`src/rtl/miriscv_prefetch_fetch_stage_if.sv`:
```
// Instruction memory request/response bus between the fetch stage (master) and memory (slave).
interface miriscv_prefetch_fetch_stage_if #(
    parameter int XLEN = 32
);
    logic            req;
    logic [XLEN-1:0] addr;
    logic            gnt;
    logic            rvalid;
    logic [XLEN-1:0] rdata;

    modport master (output req, addr, input gnt, rvalid, rdata);
    modport slave  (input req, addr, output gnt, rvalid, rdata);
endinterface

```
`src/rtl/miriscv_prefetch_fetch_stage.sv`:
```
// Prefetching fetch stage: sequential requests with credit-limited issue, response queue, redirect/flush.
// Optional same-cycle response bypass to decode is enabled by defining MIRISCV_FETCH_BYPASS_EN.
module miriscv_prefetch_fetch_stage #(
    parameter int XLEN            = 32,
    parameter int FIFO_DEPTH      = 4,
    parameter int MAX_OUTSTANDING = 2
) (
    input  logic            clk_i,
    input  logic            rst_i,
    input  logic [XLEN-1:0] boot_addr_i,
    input  logic            cu_stall_f_i,
    input  logic            cu_kill_f_i,
    input  logic            cu_force_f_i,
    input  logic [XLEN-1:0] cu_force_pc_i,
    output logic            f_stall_req_o,
    miriscv_prefetch_fetch_stage_if.master instr,
    output logic [XLEN-1:0] f_instr_o,
    output logic [XLEN-1:0] f_current_pc_o,
    output logic [XLEN-1:0] f_next_pc_o,
    output logic            f_valid_o
);
    localparam int CNT_W = $clog2(FIFO_DEPTH + 1);
    localparam int PTR_W = $clog2(FIFO_DEPTH);

    logic [XLEN-1:0]  fetch_pc;
    logic [XLEN-1:0]  head_pc;
    logic [XLEN-1:0]  queue_mem [FIFO_DEPTH];
    logic [PTR_W-1:0] rd_ptr;
    logic [PTR_W-1:0] wr_ptr;
    logic [CNT_W-1:0] count;
    logic [CNT_W-1:0] outstanding;
    logic [CNT_W-1:0] discard;
    logic [CNT_W-1:0] outstanding_nxt;

    logic queue_nempty;
    logic rsp_valid;
    logic rsp_keep;
    logic bypass_hit;
    logic issue;
    logic pop;
    logic pop_queue;
    logic push;

    assign queue_nempty = (count != '0);
    assign rsp_valid    = instr.rvalid && (outstanding != '0);
    assign rsp_keep     = rsp_valid && (discard == '0);

`ifdef MIRISCV_FETCH_BYPASS_EN
    assign bypass_hit = rsp_keep && !queue_nempty && !cu_force_f_i;
`else
    assign bypass_hit = 1'b0;
`endif

    // Credit rule: every granted request already owns a queue slot, so rvalid never needs back-pressure.
    assign issue = !rst_i && !cu_force_f_i
                   && (outstanding < CNT_W'(MAX_OUTSTANDING))
                   && (({1'b0, outstanding} + {1'b0, count}) < (CNT_W + 1)'(FIFO_DEPTH));

    assign instr.req  = issue;
    assign instr.addr = fetch_pc;

    assign f_valid_o      = (queue_nempty || bypass_hit) && !cu_kill_f_i;
    assign f_stall_req_o  = !(queue_nempty || bypass_hit);
    assign f_instr_o      = queue_nempty ? queue_mem[rd_ptr] : (bypass_hit ? instr.rdata : '0);
    assign f_current_pc_o = head_pc;
    assign f_next_pc_o    = head_pc + XLEN'(4);

    assign pop       = f_valid_o && !cu_stall_f_i && !cu_force_f_i;
    assign pop_queue = pop && queue_nempty;
    // A pop from an empty queue can only be a bypassed response, which then skips the queue.
    assign push      = rsp_keep && !cu_force_f_i && !(pop && !queue_nempty);

    assign outstanding_nxt = outstanding + CNT_W'(issue && instr.gnt) - CNT_W'(rsp_valid);

    always_ff @(posedge clk_i) begin
        if (!rst_i && push) begin
            queue_mem[wr_ptr] <= instr.rdata;
        end
    end

    always_ff @(posedge clk_i) begin
        if (rst_i) begin
            fetch_pc    <= boot_addr_i;
            head_pc     <= boot_addr_i;
            rd_ptr      <= '0;
            wr_ptr      <= '0;
            count       <= '0;
            outstanding <= '0;
            discard     <= '0;
        end else begin
            outstanding <= outstanding_nxt;
            if (cu_force_f_i) begin
                fetch_pc <= cu_force_pc_i;
                head_pc  <= cu_force_pc_i;
                rd_ptr   <= '0;
                wr_ptr   <= '0;
                count    <= '0;
                // Whatever is still in flight after this cycle belongs to the squashed stream.
                discard  <= outstanding_nxt;
            end else begin
                if (issue && instr.gnt) begin
                    fetch_pc <= fetch_pc + XLEN'(4);
                end
                if (pop) begin
                    head_pc <= head_pc + XLEN'(4);
                end
                if (push) begin
                    wr_ptr <= wr_ptr + PTR_W'(1);
                end
                if (pop_queue) begin
                    rd_ptr <= rd_ptr + PTR_W'(1);
                end
                count <= count + CNT_W'(push) - CNT_W'(pop_queue);
                if (rsp_valid && (discard != '0)) begin
                    discard <= discard - CNT_W'(1);
                end
            end
        end
    end

`ifndef SYNTHESIS
    assert property (@(posedge clk_i) disable iff (rst_i) !(instr.rvalid && (outstanding == '0)))
        else $error("instr_rvalid with no outstanding request");
`endif

endmodule
```
`src/flat_wrapper.sv`:
```
// flat-port wrapper written by rule: the top's interface ports become plain ports
module miriscv_prefetch_fetch_stage_flat 
#(
    parameter int XLEN            = 32,
    parameter int FIFO_DEPTH      = 4,
    parameter int MAX_OUTSTANDING = 2
)
  (clk_i, rst_i, boot_addr_i, cu_stall_f_i, cu_kill_f_i, cu_force_f_i, cu_force_pc_i, f_stall_req_o, f_instr_o, f_current_pc_o, f_next_pc_o, f_valid_o, instr_req, instr_addr, instr_gnt, instr_rvalid, instr_rdata);
  miriscv_prefetch_fetch_stage_if #(.XLEN(XLEN)) instr_i ();
  input  logic clk_i;
  input  logic rst_i;
  input  logic [XLEN-1:0] boot_addr_i;
  input  logic cu_stall_f_i;
  input  logic cu_kill_f_i;
  input  logic cu_force_f_i;
  input  logic [XLEN-1:0] cu_force_pc_i;
  output logic f_stall_req_o;
  output logic [XLEN-1:0] f_instr_o;
  output logic [XLEN-1:0] f_current_pc_o;
  output logic [XLEN-1:0] f_next_pc_o;
  output logic f_valid_o;
  output wire logic [$bits(instr_i.req)-1:0] instr_req;
  output wire logic [$bits(instr_i.addr)-1:0] instr_addr;
  input wire logic [$bits(instr_i.gnt)-1:0] instr_gnt;
  input wire logic [$bits(instr_i.rvalid)-1:0] instr_rvalid;
  input wire logic [$bits(instr_i.rdata)-1:0] instr_rdata;
  assign instr_req = instr_i.req;
  assign instr_addr = instr_i.addr;
  assign instr_i.gnt = instr_gnt;
  assign instr_i.rvalid = instr_rvalid;
  assign instr_i.rdata = instr_rdata;
  miriscv_prefetch_fetch_stage #(.XLEN(XLEN), .FIFO_DEPTH(FIFO_DEPTH), .MAX_OUTSTANDING(MAX_OUTSTANDING)) u_core (.clk_i(clk_i), .rst_i(rst_i), .boot_addr_i(boot_addr_i), .cu_stall_f_i(cu_stall_f_i), .cu_kill_f_i(cu_kill_f_i), .cu_force_f_i(cu_force_f_i), .cu_force_pc_i(cu_force_pc_i), .f_stall_req_o(f_stall_req_o), .instr(instr_i), .f_instr_o(f_instr_o), .f_current_pc_o(f_current_pc_o), .f_next_pc_o(f_next_pc_o), .f_valid_o(f_valid_o));
endmodule
```
`config.mk`:
```
export PLATFORM = sky130hd
export DESIGN_NAME = miriscv_prefetch_fetch_stage_flat
export DESIGN_NICKNAME = d
export VERILOG_FILES = /design/src/rtl/miriscv_prefetch_fetch_stage_if.sv /design/src/rtl/miriscv_prefetch_fetch_stage.sv /design/src/flat_wrapper.sv
export SDC_FILE = /design/constraint.sdc
export NUM_CORES = 1
export LEC_CHECK = 0
export ABC_AREA = 1
export CAP_MARGIN = 20
export CORE_UTILIZATION = 35
export DETAILED_ROUTE_END_ITERATION = 7
export PLACE_DENSITY = 0.64
export SLEW_MARGIN = 30
export SYNTH_ARGS = -nofsm -noshare
export SYNTH_HDL_FRONTEND = slang
export SYNTH_SLANG_ARGS = --single-unit
```
`constraint.sdc`:
```
create_clock -name clk_i -period 3.7 [get_ports clk_i]
set_input_delay 0.74 -clock clk_i [delete_from_list [all_inputs] [get_ports clk_i]]
set_output_delay 0.74 -clock clk_i [all_outputs]
set_load 0.02 [all_outputs]
```
==> metrics.cfg <==
[floorplanning]
die_width_um = 173
floorplan.io_pins = 234
std_cell_rows = 62
initial_util = 0.356
chipHeight_um = 173
design.die.area_sq_um = 30000
placeableCoreArea_sq_um = 28800

[route]
met3_length_um = 1700
postRouteWirelength_um = 28500
drt_first_iter_violations = 637
drt-wirelength-per-cell_um = 16.7
route.vias.total = 8167
wirelength_met1_um = 12400
drtAntennaViolNets = 0
drc = 0
route.met2.wl_um = 13500
top_layer_used = met4
drt_first_pass_iters = 5
post_drt_via_cell_ratio = 4.79

[power]
worst_voltage_drop_across_the_vdd_grid_mv = 0.364
power_leakage_nw = 5.16
power_per_cell_area_nw_per_um2 = 453

[cts]
cts_tree = yes
numCtsBuffers = 23
clk_sink_count = 205
cts_root_buffer = sky130_fd_sc_hd__clkbuf_16
clock_buffer_depth = 3
cts.repair_timing.setup_buffer_count = 0
insertion_delay_ns = 0.52
clkSlewWorstSetupHoldPaths_ns = 0.06
number_of_levels_the_h_tree_was_split_into = 1
hold_buffers = 0
cts_resized = 0

[placement]
numPortBuffers = 233
hpwlAfterDp_um = 20100
dp.cells = 1662
gp_routability_congestion = 0.914
place_worst_setup_slack_ns = 0.554

[global_route]
gr-usage-all-layers = 0.187
total_gr_overflow = 0
global_route_wire_length_before_repair_um = 43900
largest_net_degree_at_the_start_of_global_routing = 65
initial_antenna_violation_count = 1
first_global_vias = 7918

[final_layout]
final_core_util = 0.481
total_area_of_multi_input_combinational_cells_sq_um = 3780
synthToLayoutAreaGrowth_pct = 35.1
drive_gt1_frac = 0.0795
nNetsFinal = 1423
storage_cell_area_sq_um = 6010
num-fill-cells = 2647
finalNonFillerCells = 1705

[yosys]
synthesis.instances = 1071
yosysWarnings = 0
synth_cell_types = 34
postSynthRegisterBits = 205
synthesis.nets = 1191
ys_seq_area_frac = 0.586
syn_avg_cell_area_sq_um = 9.57
post_synth_instance_area_sq_um = 10200

[sta]
final_skew_ns = 0.0105
finalMaxSlewViolations = 0
slew_headroom = 0.488
worst-slew-pin-transition_ns = 0.768
fin_hold_ws_ns = 0.479
max_clock_freq_mhz = 286
setup_total_negative_slack_ns = 0
timing.final.ws_setup_ns = 0.209
final_min_period_over_clock_period = 0.944
unrepaired_setup_endpoints_after_global_routing = false
post-route-min-period_ns = 3.49
report.final.hold_viol_count = 0
setup-violations-final = 0

[critical_path]
worst-path-max-fanout = 4
crit_path_end_kind = primary output
r2r-start = u_core.count[1]$_SDFF_PP0_
launching_instance_or_port_of_the_critical_path = u_core.f_current_pc_o[2]$_DFFE_PP_
critPathLaunchType = register
critPathArrivalTime_ns = 2.75
worst_ep_required_time_ns = 2.96
timing_worst_setup_path_type = register to primary output

[run]
max_cap_viol_count = 0

[run_status]
run_status = complete, no violations

[worst_hold_path]
worstHoldPathType = register to register
hold_start = u_core.rd_ptr[1]$_SDFFE_PP0P_

[synth_stat cells, drive strengths merged]
cell    count  area share
nand3b     10      0.0073
dfxtp      15       0.029
nor2      232       0.099
nor3        1     0.00049
a21oi      41       0.020
edfxtp    190        0.56
buf        26       0.013
nand2     248       0.095
nand3      37       0.018
a22oi      30       0.022
or2         1     0.00061
ha         15       0.018
and2        7      0.0043
nand4       1     0.00061
o21bai      2      0.0015
xor2       23       0.024
fa          2      0.0039
clkbuf     15      0.0055
xnor2       6      0.0051
mux2i       1     0.00098
clkinv      3      0.0011
inv        75       0.027
nor3b       1     0.00073
a22o        2      0.0017
o21ai      87       0.042
[state kept, by name (all words and copies together) (netlist names), named ones only]
signal	count
u_core.wr_ptr	2
u_core.count	3
u_core.f_current_pc_o	31
u_core.instr.addr	31
u_core.discard	3
u_core.outstanding	3
u_core.rd_ptr	2
u_core.queue_mem	128
[worst max-delay path, stage by stage (launching register included)]
cell	delay, ns
sky130_fd_sc_hd__edfxtp_1	0.43
sky130_fd_sc_hd__ha_1	0.22
sky130_fd_sc_hd__nand2_1	0.14
sky130_fd_sc_hd__nor2_4	0.19
sky130_fd_sc_hd__nand3b_1	0.21
sky130_fd_sc_hd__xnor2_1	0.37
sky130_fd_sc_hd__clkdlybuf4s50_1	0.68
[worst paths after layout]
path,end,slack (ns),cells past startpoint
worst min-delay path,register,0.48,2
worst min register to register,register,0.48,2
worst max-delay path,f_next_pc_o[12],0.21,6
worst max register to register,u_core.count[2]$_SDFF_PP0_,0.96,14
[metal layers]
metal  vias to the layer above  track usage
li1                       4042            -
met1                      3829        0.247
met2                       255        0.314
met3                        41       0.0301
met4                         0       0.0586
met5                         -            0
[report_power, final]
group	total, mW	switching [mW]	internal [mW]
clock	2.31	0.952	1.36
combinational	1.14	0.632	0.507
sequential	2.82	0.138	2.68
total	6.27	1.72	4.55
[through the flow]
stage          total power, mW  cell area, sq um
2_1_floorplan             3.42             10200
3_3_place_gp              3.99             13100
3_5_place_dp              4.00             13100
4_1_cts                   6.33             13800
5_1_grt                   6.52             13800
6_report                  6.27             13800
[logic make-up after synthesis]
| kind of cell | synth area share |
|---|---|
| adders and majority gates | 0.0222 |
| muxes | 0.000977 |
| and+or+nand+nor | 0.226 |
| xor gates and xnor gates | 0.0292 |
| DFF | 0.586 |
| buffers and inverters | 0.0474 |
| AOI/OAI and AO/OA | 0.0877 |
[cells in the final DEF, fill, tap and decap left out, types with 5 or more instances in the layout]
master                            Yosys  final
sky130_fd_sc_hd__a21oi_1             41     41
sky130_fd_sc_hd__a22oi_1             30     30
sky130_fd_sc_hd__and2_1               7      7
sky130_fd_sc_hd__buf_12               0      5
sky130_fd_sc_hd__buf_4                5     10
sky130_fd_sc_hd__clkbuf_16            0     23
sky130_fd_sc_hd__clkdlybuf4s50_1      0    233
sky130_fd_sc_hd__clkinv_2             0      7
sky130_fd_sc_hd__clkinvlp_4           0      5
sky130_fd_sc_hd__dfxtp_1             15     14
sky130_fd_sc_hd__edfxtp_1           190    190
sky130_fd_sc_hd__ha_1                15     15
sky130_fd_sc_hd__inv_1               75     74
sky130_fd_sc_hd__nand2_1            235    235
sky130_fd_sc_hd__nand2_2             11     11
sky130_fd_sc_hd__nand3_1             37     37
sky130_fd_sc_hd__nand3b_1            10     10
sky130_fd_sc_hd__nor2_1             207    203
sky130_fd_sc_hd__nor2_2              10     10
sky130_fd_sc_hd__nor2_4              14     18
sky130_fd_sc_hd__o21ai_0             86     86
sky130_fd_sc_hd__xnor2_1              6      6
sky130_fd_sc_hd__xor2_1              17     17
sky130_fd_sc_hd__xor2_2               6      6
[final cells by class]
type	instances	area share
clock inverters	17	0.0132
clock buffers	25	0.0421
inverters	78	0.0214
repair buffers	248	0.181
flip-flops and latches	205	0.434
diodes	1	0.000181
well taps	384	0.0347
multi-input cells	747	0.273
(Power assumes the default switching activity.)
